`config.mk`:
```
export PLATFORM = sky130hd
export DESIGN_NAME = pwm_multi_ch
export DESIGN_NICKNAME = d
export VERILOG_FILES = /design/src/rtl/pwm_multi_ch.sv
export SDC_FILE = /design/constraint.sdc
export NUM_CORES = 1
export LEC_CHECK = 0
export CAP_MARGIN = 20
export CORE_UTILIZATION = 55
export CTS_CLUSTER_SIZE = 8
export DETAILED_ROUTE_END_ITERATION = 7
export GPL_TIMING_DRIVEN = 0
export PLACE_DENSITY_LB_ADDON = 0.25
export SYNTH_ARGS = -nofsm -noshare
export SYNTH_HDL_FRONTEND = slang
export SYNTH_SLANG_ARGS = --single-unit
```
`constraint.sdc`:
```
create_clock -name clk -period 1.9 [get_ports clk]
set_input_delay 0.19 -clock clk [delete_from_list [all_inputs] [get_ports clk]]
set_output_delay 0.19 -clock clk [all_outputs]
set_load 0.01 [all_outputs]
```
`src/rtl/pwm_multi_ch.sv`:
```
// Multi-channel PWM generator: shared prescaler and period counter, per-channel duty,
// edge or center alignment, all configuration double-buffered to the period boundary.
module pwm_multi_ch #(
    parameter int WIDTH    = 8,
    parameter int CHANNELS = 4,
    parameter int ADDR_W   = 4
) (
    input  logic                clk,
    input  logic                rst_n,
    input  logic                ena,
    input  logic                cfg_we,
    input  logic [ADDR_W-1:0]   cfg_addr,
    input  logic [WIDTH-1:0]    cfg_wdata,
    output logic [CHANNELS-1:0] pwm_out,
    output logic                period_tick,
    output logic [WIDTH-1:0]    cnt_out
);

    // Pending (written by config port) and active (used by the counter) copies.
    logic [WIDTH-1:0]    r_top_p, r_pre_p, r_top_a, r_pre_a;
    logic                r_mode_p, r_mode_a;
    logic [WIDTH-1:0]    r_duty_p [CHANNELS];
    logic [WIDTH-1:0]    r_duty_a [CHANNELS];

    logic [WIDTH-1:0]    r_psc;
    logic [WIDTH-1:0]    r_cnt;
    logic                r_down;
    logic [CHANNELS-1:0] r_pwm;
    logic                r_tick;

    logic                w_adv;
    logic                w_bnd;
    logic                w_bnd_edge;
    logic                w_bnd_center;

    assign w_adv        = ena && (r_psc == r_pre_a);
    assign w_bnd_edge   = (r_cnt == r_top_a);
    // Center mode normally ends on the way down at 1; TOP of 0 or 1 never turns around.
    assign w_bnd_center = r_down ? (r_cnt == WIDTH'(1))
                                 : ((r_cnt == r_top_a) && (r_top_a <= WIDTH'(1)));
    assign w_bnd        = w_adv && (r_mode_a ? w_bnd_center : w_bnd_edge);

    always_ff @(posedge clk or negedge rst_n) begin
        if (!rst_n) begin
            r_top_p  <= '0;
            r_pre_p  <= '0;
            r_mode_p <= 1'b0;
            for (int ch = 0; ch < CHANNELS; ch++) r_duty_p[ch] <= '0;
        end else if (cfg_we) begin
            if (cfg_addr == ADDR_W'(0)) r_top_p  <= cfg_wdata;
            if (cfg_addr == ADDR_W'(1)) r_pre_p  <= cfg_wdata;
            if (cfg_addr == ADDR_W'(2)) r_mode_p <= cfg_wdata[0];
            for (int ch = 0; ch < CHANNELS; ch++) begin
                if (cfg_addr == ADDR_W'(ch + 3)) r_duty_p[ch] <= cfg_wdata;
            end
        end
    end

    // Active copies see the pending values from before any write on the same edge.
    always_ff @(posedge clk or negedge rst_n) begin
        if (!rst_n) begin
            r_top_a  <= '0;
            r_pre_a  <= '0;
            r_mode_a <= 1'b0;
            for (int ch = 0; ch < CHANNELS; ch++) r_duty_a[ch] <= '0;
        end else if (w_bnd) begin
            r_top_a  <= r_top_p;
            r_pre_a  <= r_pre_p;
            r_mode_a <= r_mode_p;
            for (int ch = 0; ch < CHANNELS; ch++) r_duty_a[ch] <= r_duty_p[ch];
        end
    end

    always_ff @(posedge clk or negedge rst_n) begin
        if (!rst_n) begin
            r_psc <= '0;
        end else if (ena) begin
            r_psc <= w_adv ? '0 : r_psc + WIDTH'(1);
        end
    end

    always_ff @(posedge clk or negedge rst_n) begin
        if (!rst_n) begin
            r_cnt  <= '0;
            r_down <= 1'b0;
        end else if (w_bnd) begin
            r_cnt  <= '0;
            r_down <= 1'b0;
        end else if (w_adv) begin
            if (!r_mode_a) begin
                r_cnt <= r_cnt + WIDTH'(1);
            end else if (r_down) begin
                r_cnt <= r_cnt - WIDTH'(1);
            end else if (r_cnt == r_top_a) begin
                r_cnt  <= r_cnt - WIDTH'(1);
                r_down <= 1'b1;
            end else begin
                r_cnt <= r_cnt + WIDTH'(1);
            end
        end
    end

    // Outputs only refresh while enabled so a freeze holds them exactly.
    always_ff @(posedge clk or negedge rst_n) begin
        if (!rst_n) begin
            r_pwm  <= '0;
            r_tick <= 1'b0;
        end else begin
            r_tick <= w_bnd;
            if (ena) begin
                for (int ch = 0; ch < CHANNELS; ch++) begin
                    r_pwm[ch] <= (r_cnt < r_duty_a[ch]);
                end
            end
        end
    end

    assign pwm_out     = r_pwm;
    assign period_tick = r_tick;
    assign cnt_out     = r_cnt;

endmodule

```
# Word level (Yosys, flattened, before mapping)
# Index checks and enable logic that the tools add are counted.
# totals
input_bits	16
output_inout_bits	13
elab_cells	63
register_bits	120
# op_classes
addsub	3
n_lt_le_gt_ge	5
n_eq_ne	9
mux	13
reduce_logical	14
# op_table
cell	n
2-to-1 mux 8 bit	6
less-than comparator 8 bit	4
adder 8 x 1 -> 8 bit, second input constant	2
equality test 8 bit	2
AND reduction 2 bit	8
equality test 4 x 3 -> 1 bit, second input constant	3
equality test 4 x 2 -> 1 bit, second input constant	2
equality test 8 x 1 -> 1 bit, second input constant	1
<= comparator 8 x 1 -> 1 bit, second input constant	1
subtractor 8 x 1 -> 8 bit, second input constant	1
2-to-1 mux 1 bit	7
equality test 4 x 1 -> 1 bit, second input constant	1
logical NOT 4 bit	1
nonzero test 2 bit	2
logical AND 1 bit	3

# Longest topological paths before layout
# Gate-level depths: netlist of run 1.
# logic_depth
word_depth	7
mapped_depth	8
ltp_nobuf	7

# Worst setup path after synthesis of run 1
# OpenSTA, ideal clock, no wires.
# synth_timing
path_type	flip-flop to flip-flop
startpoint	reg r_cnt[2] (netlist: cnt_out[2])
endpoint	reg r_duty_a[14] in the netlist's numbering
slack_ns	-0.187
t_arrival_ns	1.959
stages_incl_launch_ff	8
n_path_buf	2
period_less_slack_ns	2.087
setup_time_ns	0.128
required_ns	1.772
path_cell_list	dfrtp_1 > buf_2 > nor4_2 > nand3b_1 > nor3_4 > o21ai_4 > buf_6 > mux2_1
# synth_via
elab_chain_cells	5
elab_cells_between_ends	6
cone_classes	eq/ne: 2; mux: 2; reduce/logical: 2
# synth_rtl
item	line_no	source
start, declared	26	logic [WIDTH-1:0] r_cnt;
start signal, assigned	91	r_cnt <= r_cnt + WIDTH'(1);
start signal, assigned	93	r_cnt <= r_cnt - WIDTH'(1);
start signal, assigned	95	r_cnt <= r_cnt - WIDTH'(1);
equality test 8 bit	37, 40	
logical AND 1 bit	40	: ((r_cnt == r_top_a) && (r_top_a <= WIDTH'(1)));
2-to-1 mux 1 bit	39	assign w_bnd_center = r_down ? (r_cnt == WIDTH'(1))
2-to-1 mux 1 bit (*)	41	assign w_bnd = w_adv && (r_mode_a ? w_bnd_center : w_bnd_edge);
logical AND 1 bit (*)	41	
end, declared	23	logic [WIDTH-1:0] r_duty_a [CHANNELS];
# Every way passes the cells marked *; elsewhere a longest branch is shown, timed or not.
# A chain may end at the register's enable or synchronous reset.

# Worst setup path after layout of run 1
# layout_timing
startpoint	reg r_cnt[3] (netlist: cnt_out[3])
endpoint	reg r_mode_a
# layout_via
elab_chain_cells	5
elab_cells_between_ends	6
cone_classes	eq/ne: 2; mux: 2; reduce/logical: 2
# layout_rtl
item	line_no	source
equality test 8 bit	37, 40	
logical AND 1 bit	40	
2-to-1 mux 1 bit	39	
2-to-1 mux 1 bit (*)	41	
logical AND 1 bit (*)	41	
end signal, assigned	69	r_mode_a <= r_mode_p;
end, declared	21	logic r_mode_p, r_mode_a;
# Marked as above.

==> run_results.csv, run 1 <==
group,metric,value,unit
run_status,outcome,"finished with violations",
run_status,failed_checks,"negative setup slack",
die,die_y,107,microns
yosys,synth-main-ff-cell,"dfrtp_1",
yosys,synth_edf_count,0,
critical_path,cp-end-kind,"flip-flop",
layout,area_growth,27.6,%
global_routing,grtUsageTotal,26.1,%
yosys,async_reset_ff_share,100,%
power_and_ir_drop,p_int,5.92,mW
critical_path,cpMostUsedCell,"buf_6",
sta,finalCriticalPeriod,2110,ps
global_routing,grt_pass1_wl,21900,microns
power_and_ir_drop,clock_power_share,35.2,%
global_routing,grt.overflow.total,0,
critical_path,cp-start-kind,"flip-flop",
sta,max_clock_freq,0.473,GHz
drt,wl_per_cell,19.7,microns
sta,clock_skew,8.37,ps
yosys,synth_top_area_share,49.9,%
die,die-area,11400,sq um
worst_hold_path,hp-class,"input pin to async pin",
yosys,ys_warn_count,0,
placed_design,dpl.hpwl,8570,microns
die,die_w,107,microns
drt,first_pass_iters,4,
clock_network,cts_tree,"yes",
yosys,synth_area_leaders,"dfrtp_1, mux2_2, mux2_4",
drt,dr.first_iter.drc_count,255,
global_routing,grt_start_max_net_pins,90,
power_and_ir_drop,power_density,1100,nW/um^2
drt,routed_wl,14000,microns
power_and_ir_drop,peakVddDrop,744,uV
power_and_ir_drop,combPwrFrac,27.0,%
clock_network,clockRootBuffer,"clkbuf_8",
sta,setup_viol,54,
die,ios,29,
layout,finalInstanceArea,7690,sq um
critical_path,arrival,2520,ps
yosys,synth.distinct_cells,49,
yosys,syn_area,6020,sq um
drt,vias_per_cell,5.71,
die,initial_core_util,57.6,%
sta,rsz0062_at_grt,"yes",
critical_path,cpPeakStageDelay,410,ps
die,row_count,37,
layout,nNetsFinal,614,
critical_path,crit_fanout,10,
critical_path,crit_family,"simple AND/OR/NAND/NOR gates",
yosys,ys_seq_area_share,49.9,%
yosys,synth_common_cells,"dfrtp_1, mux2_2, mux2_4",
layout,fin_cells,714,
layout,seqCellArea,3020,sq um
sta,period_share,111,%
yosys,syn_nets,522,
critical_path,crit_buf_inv,3,
yosys,synth.most_common_cell,"dfrtp_1",
layout,drive_above_1_share,39.8,%
placed_design,port_buffers,28,
global_routing,grt_antenna_before_repair,0,
sta,holdWs,116,ps
sta,worst_slack,-215,ps
sta,final.setup.tns,-10070,ps
power_and_ir_drop,p_leak,3.56,nW
global_routing,first_global_vias,4076,
drt,drtAntennaViolNets,0,
placed_design,placed_area,6570,sq um
flow_run,drv_cap,0,
sta,finalMaxSlewViolations,0,
placed_design,place_congestion,0.884,
critical_path,crit_chain,"buf_6 -> nor4_4 -> nand3b_1 -> nor3_4 -> o21ai_4 -> buf_12 -> buf_6 -> mux2_4",
power_and_ir_drop,switching_share,29.7,%
yosys,ys_ff_latch,120,
yosys,syn-mean-instance-area,12.7,sq um
layout,multi_input_area,3000,sq um
sta,hold_viol,0,
clock_network,htreeDepth,4,
clock_network,clk_latency,530,ps
clock_network,cts_buffer_depth,2,
power_and_ir_drop,power,8.42,mW
clock_network,path_clk_slew,60,ps
critical_path,critPathSlowestCell,"dfrtp_2",
sta,slew-limit-headroom,47.5,%
layout,fillers,689,
drt,route.detailed.drc,0,
yosys,syn_inst,474,
power_and_ir_drop,p_sw,2.50,mW
placed_design,dp_cells,639,
clock_network,cts_inserted_buffers,17,
critical_path,required,2310,ps
drt,vias,4079,
critical_path,worstSetupPathType,"flip-flop to flip-flop",
layout,diodes,0,
yosys,synth_top_area_cell,"dfrtp_1",
sta,tightest_slew,784,ps
clock_network,clock-sinks,120,
power_and_ir_drop,p_seq_share,37.7,%
die,core-area,10500,sq um
## layer usage
| metal | up-vias | routed length, microns | global-route usage (%) |
|---|---|---|---|
| li1 | 1876 | - | - |
| met1 | 2095 | 6470 | 36.3 |
| met2 | 92 | 6870 | 39.7 |
| met3 | 16 | 505 | 6.93 |
| met4 | 0 | 192 | 9.20 |
| met5 | - | 0 | 0 |
## path summary, 6_finish.rpt
kind                                           from  depth (start not counted)                        to  slack (ps)
setup / recovery             cnt_out[3]$_DFFE_PN0P_                          8      r_mode_a$_DFFE_PN0N_        -210
hold / removal                                rst_n                          2      r_psc[0]$_DFFE_PN0P_         120
setup reg to reg             cnt_out[3]$_DFFE_PN0P_                          8      r_mode_a$_DFFE_PN0N_        -210
hold reg to reg            r_duty_p[20]$_DFFE_PN0P_                          1  r_duty_a[20]$_DFFE_PN0N_         500
max in group asynchronous                     rst_n                          3    cnt_out[3]$_DFFE_PN0P_        1060
min in group clk                                ena                          2      r_psc[0]$_DFFE_PN0P_         490
## power groups by stage
stage	registers, mW	clock network [mW]	logic, mW
after floorplan	3.22	0	1.13
after global placement	3.32	0	1.56
after detailed placement	3.35	0	1.64
after CTS	3.17	3.00	2.09
after global routing	3.22	3.12	2.49
final	3.18	2.97	2.28
## cell families after synthesis
logic type | after synthesis | synth area share (%)
flip-flops | 120 | 49.9
multiplexers | 101 | 21.1
AND/OR/NAND/NOR | 91 | 8.62
AO/OA/AOI/OAI | 58 | 6.50
buffers and inverters | 50 | 3.84
adder cells (fa/ha/maj) | 32 | 6.65
XOR/XNOR | 22 | 3.45
## metrics by stage
| stage | worst slack [ps] | utilization (%) |
|---|---|---|
| 6_report | -215 | 73.5 |
| 2_1_floorplan | -90.0 | - |
| 3_5_place_dp | -441 | 62.8 |
| 3_3_place_gp | -4380 | 62.5 |
| 4_1_cts | -146 | 70.9 |
| 5_1_grt | -276 | 73.5 |
## cell usage in the layout, fill, tap and decap left out, types with 5 or more instances in the layout
master           synthesis  final
ha_1                    32     32
nand2b_1                 6      6
xnor2_1                 16      6
nand4_1                  9      9
nand2_1                 16     14
a21oi_1                  8      7
a21o_1                  12     12
inv_1                   35     35
clkbuf_16                0     17
dfrtp_2                  0     11
mux2_2                  51     51
clkinvlp_4               0      5
nor2_1                  17     16
o21ai_1                  0      7
clkdlybuf4s50_1          0     27
dfrtp_1                120    109
buf_6                    5     12
buf_4                    0     39
nand3_1                 14     14
xnor2_2                  2     12
mux2_4                  36     48
o21ai_0                 18     11
## registers in the layout, summed over array words and instances, names as in the netlist
register and flops:
r_duty_a 32, r_duty_p 32, cnt_out 8, r_pre_a 8, r_pre_p 8, r_psc 8
r_top_a 8, r_top_p 8, pwm_out 4, period_tick 1, r_down 1, r_mode_a 1
r_mode_p 1
## cell type report
type                    instances  area share [%]
flip-flops and latches        120            39.2
inverters                      35            1.71
plain buffers                  14            1.66
clock inverters                11            1.30
repair buffers                 74            8.98
well taps                     136            2.21
clock buffers                  20            5.92
multi-input cells             304            39.0
## what timing repair did
item	in CTS	in global routing
gates resized for setup	23	34
endpoints found under the hold margin	120	0
setup endpoints to repair	64	64
setup buffers	25	19
cloned	0	1
hold buffers	1	0
pin swaps	15	12
Note: power is estimated with default switching activity, not from simulation.
==> inputs of run 2 (changes only) <==
--- a/config.mk
+++ b/config.mk
@@ -6,10 +6,11 @@
 export NUM_CORES = 1
 export LEC_CHECK = 0
 export CAP_MARGIN = 20
-export CORE_UTILIZATION = 55
+export CORE_MARGIN = 2
+export CORE_UTILIZATION = 57
+export CTS_BUF_LIST = sky130_fd_sc_hd__clkbuf_4 sky130_fd_sc_hd__clkbuf_8
 export CTS_CLUSTER_SIZE = 8
 export DETAILED_ROUTE_END_ITERATION = 7
-export GPL_TIMING_DRIVEN = 0
 export PLACE_DENSITY_LB_ADDON = 0.25
 export SYNTH_ARGS = -nofsm -noshare
 export SYNTH_HDL_FRONTEND = slang
==> run 2 against run 1 <==
Effect of this change:
- the flow still finishes with violations (negative setup slack)
- clock power decreased by 28%
- register-to-register slack better by 210 ps
- fmax increased by 11%
- first-iteration DRC count shrank 25%
- sequential share of layout area grew 1.3 points
- routed wire length decreased by 0.71%
- total power fell by 11%
- clock skew is 3.0 ps higher
- global-route usage is essentially flat
- hold slack improved by 98 ps
==> run_results.csv, run 2 (same netlist as run 1, synthesis figures left out) <==
group,metric,value,unit
drt,dr.first_iter.drc_count,191,
power_and_ir_drop,p_leak,3.47,nW
sta,hold_viol,0,
drt,wl_per_cell,19.6,microns
placed_design,place_congestion,0.892,
critical_path,arrival,2230,ps
die,initial_core_util,58.6,%
flow_run,drv_cap,0,
placed_design,dp_cells,670,
clock_network,cts_inserted_buffers,17,
layout,diodes,0,
die,row_count,37,
sta,clock_skew,11.3,ps
critical_path,worstReg2RegStart,"r_top_a[2]$_DFFE_PN0N_",
power_and_ir_drop,peakVddDrop,975,uV
clock_network,path_clk_slew,80,ps
sta,slew-limit-headroom,65.5,%
critical_path,crit_fanout,21,
sta,holdWs,215,ps
critical_path,required,2220,ps
global_routing,grt_start_max_net_pins,40,
die,ios,29,
critical_path,r2r_slack,-4,ps
drt,vias,4046,
layout,area_growth,23.5,%
clock_network,cts_tree,"yes",
critical_path,worstSetupPathType,"flip-flop to flip-flop",
critical_path,r2r_cells,6,
global_routing,first_global_vias,4246,
placed_design,dpl.hpwl,9700,microns
layout,nNetsFinal,609,
sta,period_share,100,%
die,core-area,10300,sq um
critical_path,r2r_end,"r_top_a[2]$_DFFE_PN0N_",
layout,fin_cells,710,
drt,routed_wl,13900,microns
clock_network,htreeDepth,4,
drt,route.detailed.drc,0,
power_and_ir_drop,switching_share,33.7,%
die,die_y,107,microns
global_routing,grt_pass1_wl,22400,microns
power_and_ir_drop,combPwrFrac,28.3,%
clock_network,clk_latency,440,ps
sta,max_clock_freq,0.525,GHz
power_and_ir_drop,p_seq_share,42.9,%
clock_network,cts_buffer_depth,2,
critical_path,cp-end-kind,"flip-flop",
die,die-area,11400,sq um
sta,rsz0062_at_grt,"yes",
power_and_ir_drop,p_int,4.95,mW
global_routing,grt_antenna_before_repair,0,
sta,finalMaxSlewViolations,0,
layout,mostFrequentLayoutCells,"dfrtp_1, mux2_2, buf_4",
drt,vias_per_cell,5.70,
run_status,outcome,"finished with violations",
drt,drtAntennaViolNets,0,
layout,layout_commonest_cell,"dfrtp_1",
die,die_w,107,microns
power_and_ir_drop,p_sw,2.52,mW
placed_design,port_buffers,28,
layout,drive_above_1_share,39.5,%
sta,tightest_slew,518,ps
worst_hold_path,hp-class,"input pin to async pin",
sta,final.setup.tns,-3.82,ps
sta,finalCriticalPeriod,1900,ps
run_status,failed_checks,"negative setup slack",
power_and_ir_drop,clock_power_share,28.8,%
critical_path,cp-start-kind,"flip-flop",
sta,worst_slack,-3.82,ps
global_routing,grt.overflow.total,0,
power_and_ir_drop,power,7.47,mW
sta,setup_viol,1,
drt,first_pass_iters,4,
global_routing,grtUsageTotal,26.2,%
clock_network,clockRootBuffer,"clkbuf_8",
layout,top_regs,"r_duty_a x32, r_duty_p x32",
power_and_ir_drop,power_density,1000,nW/um^2
clock_network,clock-sinks,120,
==> run 2: changes by cell type in the layout (fill, tap and decap cells not counted), sizes merged <==
| cell | change |
|---|---|
| clkinvlp | -3 |
| clkbuf | -9 |
| buf | +1 |
| inv | +10 |
| bufinv | -1 |
| clkinv | -2 |
| clkdlybuf4s50 | -1 |
| dlymetal6s2s | +1 |
==> run 2: power by group through the flow <==
stage / clock (mW) / combinational [mW] / sequential [mW]
CTS: 2.19 / 1.99 / 3.19
detailed placement: 0 / 1.93 / 3.23
global route: 2.32 / 2.31 / 3.25
global placement: 0 / 1.86 / 3.20
floorplan: 0 / 1.13 / 3.22
finish: 2.15 / 2.11 / 3.21
==> run 2: worst max-delay path by stage <==
stage                                start                 endpoint  cells past startpoint
global route        r_top_a[1]$_DFFE_PN0N_   r_top_a[2]$_DFFE_PN0N_                      6
floorplan           cnt_out[4]$_DFFE_PN0P_  r_duty_a[0]$_DFFE_PN0N_                      7
finish              r_top_a[2]$_DFFE_PN0N_   r_top_a[2]$_DFFE_PN0N_                      6
CTS                 cnt_out[4]$_DFFE_PN0P_   r_top_a[2]$_DFFE_PN0N_                      6
global placement                       ena   cnt_out[6]$_DFFE_PN0P_                      5
detailed placement                     ena   cnt_out[6]$_DFFE_PN0P_                      5
==> run 2: routing by layer <==
layer	vias up	share of wire, %	global-route usage, %
met4	0	1.9	8.91
met2	98	50	43.0
met5	-	0	0
met1	2064	45	34.5
li1	1863	-	-
met3	21	3.7	6.02
==> run 2: cell type report <==
cell class | instances | area (sq um)
Clock buffer | 17 | 234
Clock inverter | 15 | 133
Fill cell | 703 | 2840
Inverter | 35 | 131
Multi-Input combinational cell | 304 | 3000
Sequential cell | 120 | 3010
Tap cell | 136 | 170
Timing Repair Buffer | 83 | 761
==> run 2: through the flow <==
stage	setup slack (ps)	utilization (%)	cell area (sq um)
detailed placement	-76.1	66.4	6820
CTS	2.88	70.8	7280
finish	-3.82	72.4	7440
floorplan	-90.0	-	6090
global route	-88.1	72.4	7440
global placement	-2.59	66.4	6820
==> run 2: worst max-delay path: stages (launching register included) <==
cell and delay, ps:
dfrtp_2 460, nor4_1 290, a21oi_1 150, nor3_4 250, o21ai_4 110, buf_12 180
mux2_1 320
==> run 2: repair_timing <==
item                       CTS  global route
resized for setup           10            32
hold endpoints to repair    23             0
buffers inserted             3             4
setup endpoints to repair   53            61
pin swaps                    3            13
hold buffers                 1             0
==> inputs of run 3 (changes only) <==
--- a/config.mk
+++ b/config.mk
@@ -15,3 +15,4 @@
 export SYNTH_ARGS = -nofsm -noshare
 export SYNTH_HDL_FRONTEND = slang
 export SYNTH_SLANG_ARGS = --single-unit
+export TNS_END_PERCENT = 5
==> run 3 against run 2 <==
Effect of this change:
- the run still ends with negative setup slack left
- non-clock buffer count down 5
- total power is 0.51% lower
- clock-buffer cell count rose by 5
- sequential power hardly changed
- global-route usage is 1.7 points lower
- via count shrank 0.79%
- hold slack improved by 39 ps
- routed wire length decreased by 4.9%
- setup slack got worse by 29 ps
- combinational power fell by 4%
- flip-flop and latch count unchanged
- critical path type unchanged
==> run_results.csv, run 3 (same netlist as run 1, synthesis figures left out) <==
group,metric,value,unit
sta,worst_slack,-32.9,ps
layout,top_regs,"r_duty_a x32, r_duty_p x32",
critical_path,arrival,2260,ps
critical_path,cp-start-kind,"flip-flop",
drt,wl_per_cell,18.8,microns
die,ios,29,
die,die-area,11400,sq um
die,row_count,37,
clock_network,cts_buffer_depth,2,
sta,finalMaxSlewViolations,0,
placed_design,port_buffers,28,
sta,finalCriticalPeriod,1930,ps
critical_path,worstSetupPathType,"flip-flop to flip-flop",
global_routing,grt.overflow.total,0,
sta,clock_skew,9.39,ps
global_routing,grt_pass1_wl,20800,microns
layout,diodes,0,
clock_network,cts_tree,"yes",
die,initial_core_util,58.6,%
sta,period_share,102,%
layout,fillers,719,
drt,vias,4014,
layout,multi_input_area,2950,sq um
sta,hold_viol,0,
run_status,failed_checks,"negative setup slack",
critical_path,r2r_end,"r_pre_a[7]$_DFFE_PN0N_",
sta,rsz0062_at_grt,"yes",
power_and_ir_drop,power_density,1010,nW/um^2
layout,fin_cells,705,
layout,drive_above_1_share,38.3,%
global_routing,grtUsageTotal,24.5,%
sta,tightest_slew,495,ps
critical_path,cp-end-kind,"flip-flop",
critical_path,crit_fanout,14,
placed_design,dpl.hpwl,9100,microns
global_routing,grt_antenna_before_repair,0,
clock_network,clk_latency,440,ps
drt,first_pass_iters,4,
worst_hold_path,hp-class,"input pin to async pin",
drt,route.detailed.drc,0,
layout,seqCellArea,3010,sq um
layout,mostFrequentLayoutCells,"dfrtp_1, mux2_2, mux2_4",
drt,vias_per_cell,5.69,
layout,nNetsFinal,604,
die,die_w,107,microns
placed_design,dp_cells,667,
run_status,outcome,"finished with violations",
clock_network,path_clk_slew,70,ps
critical_path,required,2220,ps
sta,slew-limit-headroom,67.0,%
global_routing,first_global_vias,4007,
drt,drtAntennaViolNets,0,
power_and_ir_drop,p_leak,3.45,nW
power_and_ir_drop,peakVddDrop,643,uV
sta,max_clock_freq,0.517,GHz
clock_network,htreeDepth,4,
clock_network,cts_inserted_buffers,17,
sta,setup_viol,36,
placed_design,place_congestion,0.880,
clock_network,clock-sinks,120,
drt,dr.first_iter.drc_count,285,
die,die_y,107,microns
clock_network,clockRootBuffer,"clkbuf_8",
flow_run,drv_cap,0,
global_routing,grt_start_max_net_pins,38,
placed_design,pre_cts_ws,-73.8,ps
power_and_ir_drop,power,7.43,mW
drt,routed_wl,13300,microns
layout,area_growth,22.3,%
critical_path,r2r_cells,6,
critical_path,r2r_slack,-30,ps
critical_path,worstReg2RegStart,"cnt_out[4]$_DFFE_PN0P_",
layout,layout_commonest_cell,"dfrtp_1",
die,core-area,10300,sq um
==> run 3: cell types whose count changed in the layout (fill, tap and decap cells not counted), moves of 3 or more <==
cell	previous run	this run
a2111oi_2	3	0
inv_6	7	0
clkbuf_4	0	5
inv_8	3	0
buf_4	47	44
buf_6	4	1
clkinv_2	1	7
==> run 3: metrics by stage <==
step | TNS (ps) | hold WS, ps | instance area (sq um) | utilization (%)
after CTS | -49.1 | 253 | 7200 | 70.0
after floorplan | -4330 | -106 | 6080 | -
after global routing | -4610 | 289 | 7370 | 71.7
after global placement | 0 | 186 | 6790 | 66.1
after detailed placement | -132 | 190 | 6790 | 66.1
final | -649 | 254 | 7370 | 71.7
==> run 3: layout make-up <==
| cell class | count | share of cell area, % |
|---|---|---|
| clock buffer | 22 | 3.69 |
| clock inverter | 10 | 1.41 |
| inverter | 35 | 1.78 |
| multi-input combinational | 304 | 40.0 |
| sequential | 120 | 40.9 |
| tap | 136 | 2.31 |
| timing repair buffer | 78 | 9.87 |
==> run 3: worst max-delay path by stage <==
stage / startpoint / to / slack (ps)
after CTS: cnt_out[4]$_DFFE_PN0P_ / r_top_a[2]$_DFFE_PN0N_ / -20
final: cnt_out[4]$_DFFE_PN0P_ / r_pre_a[7]$_DFFE_PN0N_ / -30
after floorplan: cnt_out[4]$_DFFE_PN0P_ / r_duty_a[0]$_DFFE_PN0N_ / -90
after global placement: cnt_out[5]$_DFFE_PN0P_ / cnt_out[5]$_DFFE_PN0P_ / 20
after detailed placement: cnt_out[1]$_DFFE_PN0P_ / cnt_out[5]$_DFFE_PN0P_ / -70
after global routing: r_pre_a[2]$_DFFE_PN0N_ / cnt_out[7]$_DFFE_PN0P_ / -120
==> run 3: critical path, cell delays in order (launching register included) <==
cell       delay, ps
dfrtp_2          440
nor4_4           290
nand3b_1         190
nor3_4           220
o21ai_4          140
clkbuf_16        220
mux2_4           300
==> run 3: power by group <==
part,total [mW],leakage [nW],internal (mW),switching [mW]
Sequential,3.19,1.55,2.91,0.280
Clock,2.21,0.205,1.22,0.990
Combinational,2.03,1.70,1.03,0.995
Total,7.43,3.45,5.17,2.27
==> run 3: timing repair <==
action                                 CTS  global route
pin swaps                                4             9
endpoints found under the hold margin   34             0
hold buffers                             1             0
gates cloned                             0             1
buffers inserted                         0             4
setup endpoints to repair               22            60
gates resized for setup                  4            29
==> run 3: layer usage <==
layer	wire, microns	share of wire [%]	track usage, %	up-vias
li1	-	-	-	1844
met5	0	0	0	-
met1	5910	45	34.2	2058
met4	225	1.7	8.63	0
met2	6510	49	38.5	89
met3	605	4.6	4.92	23
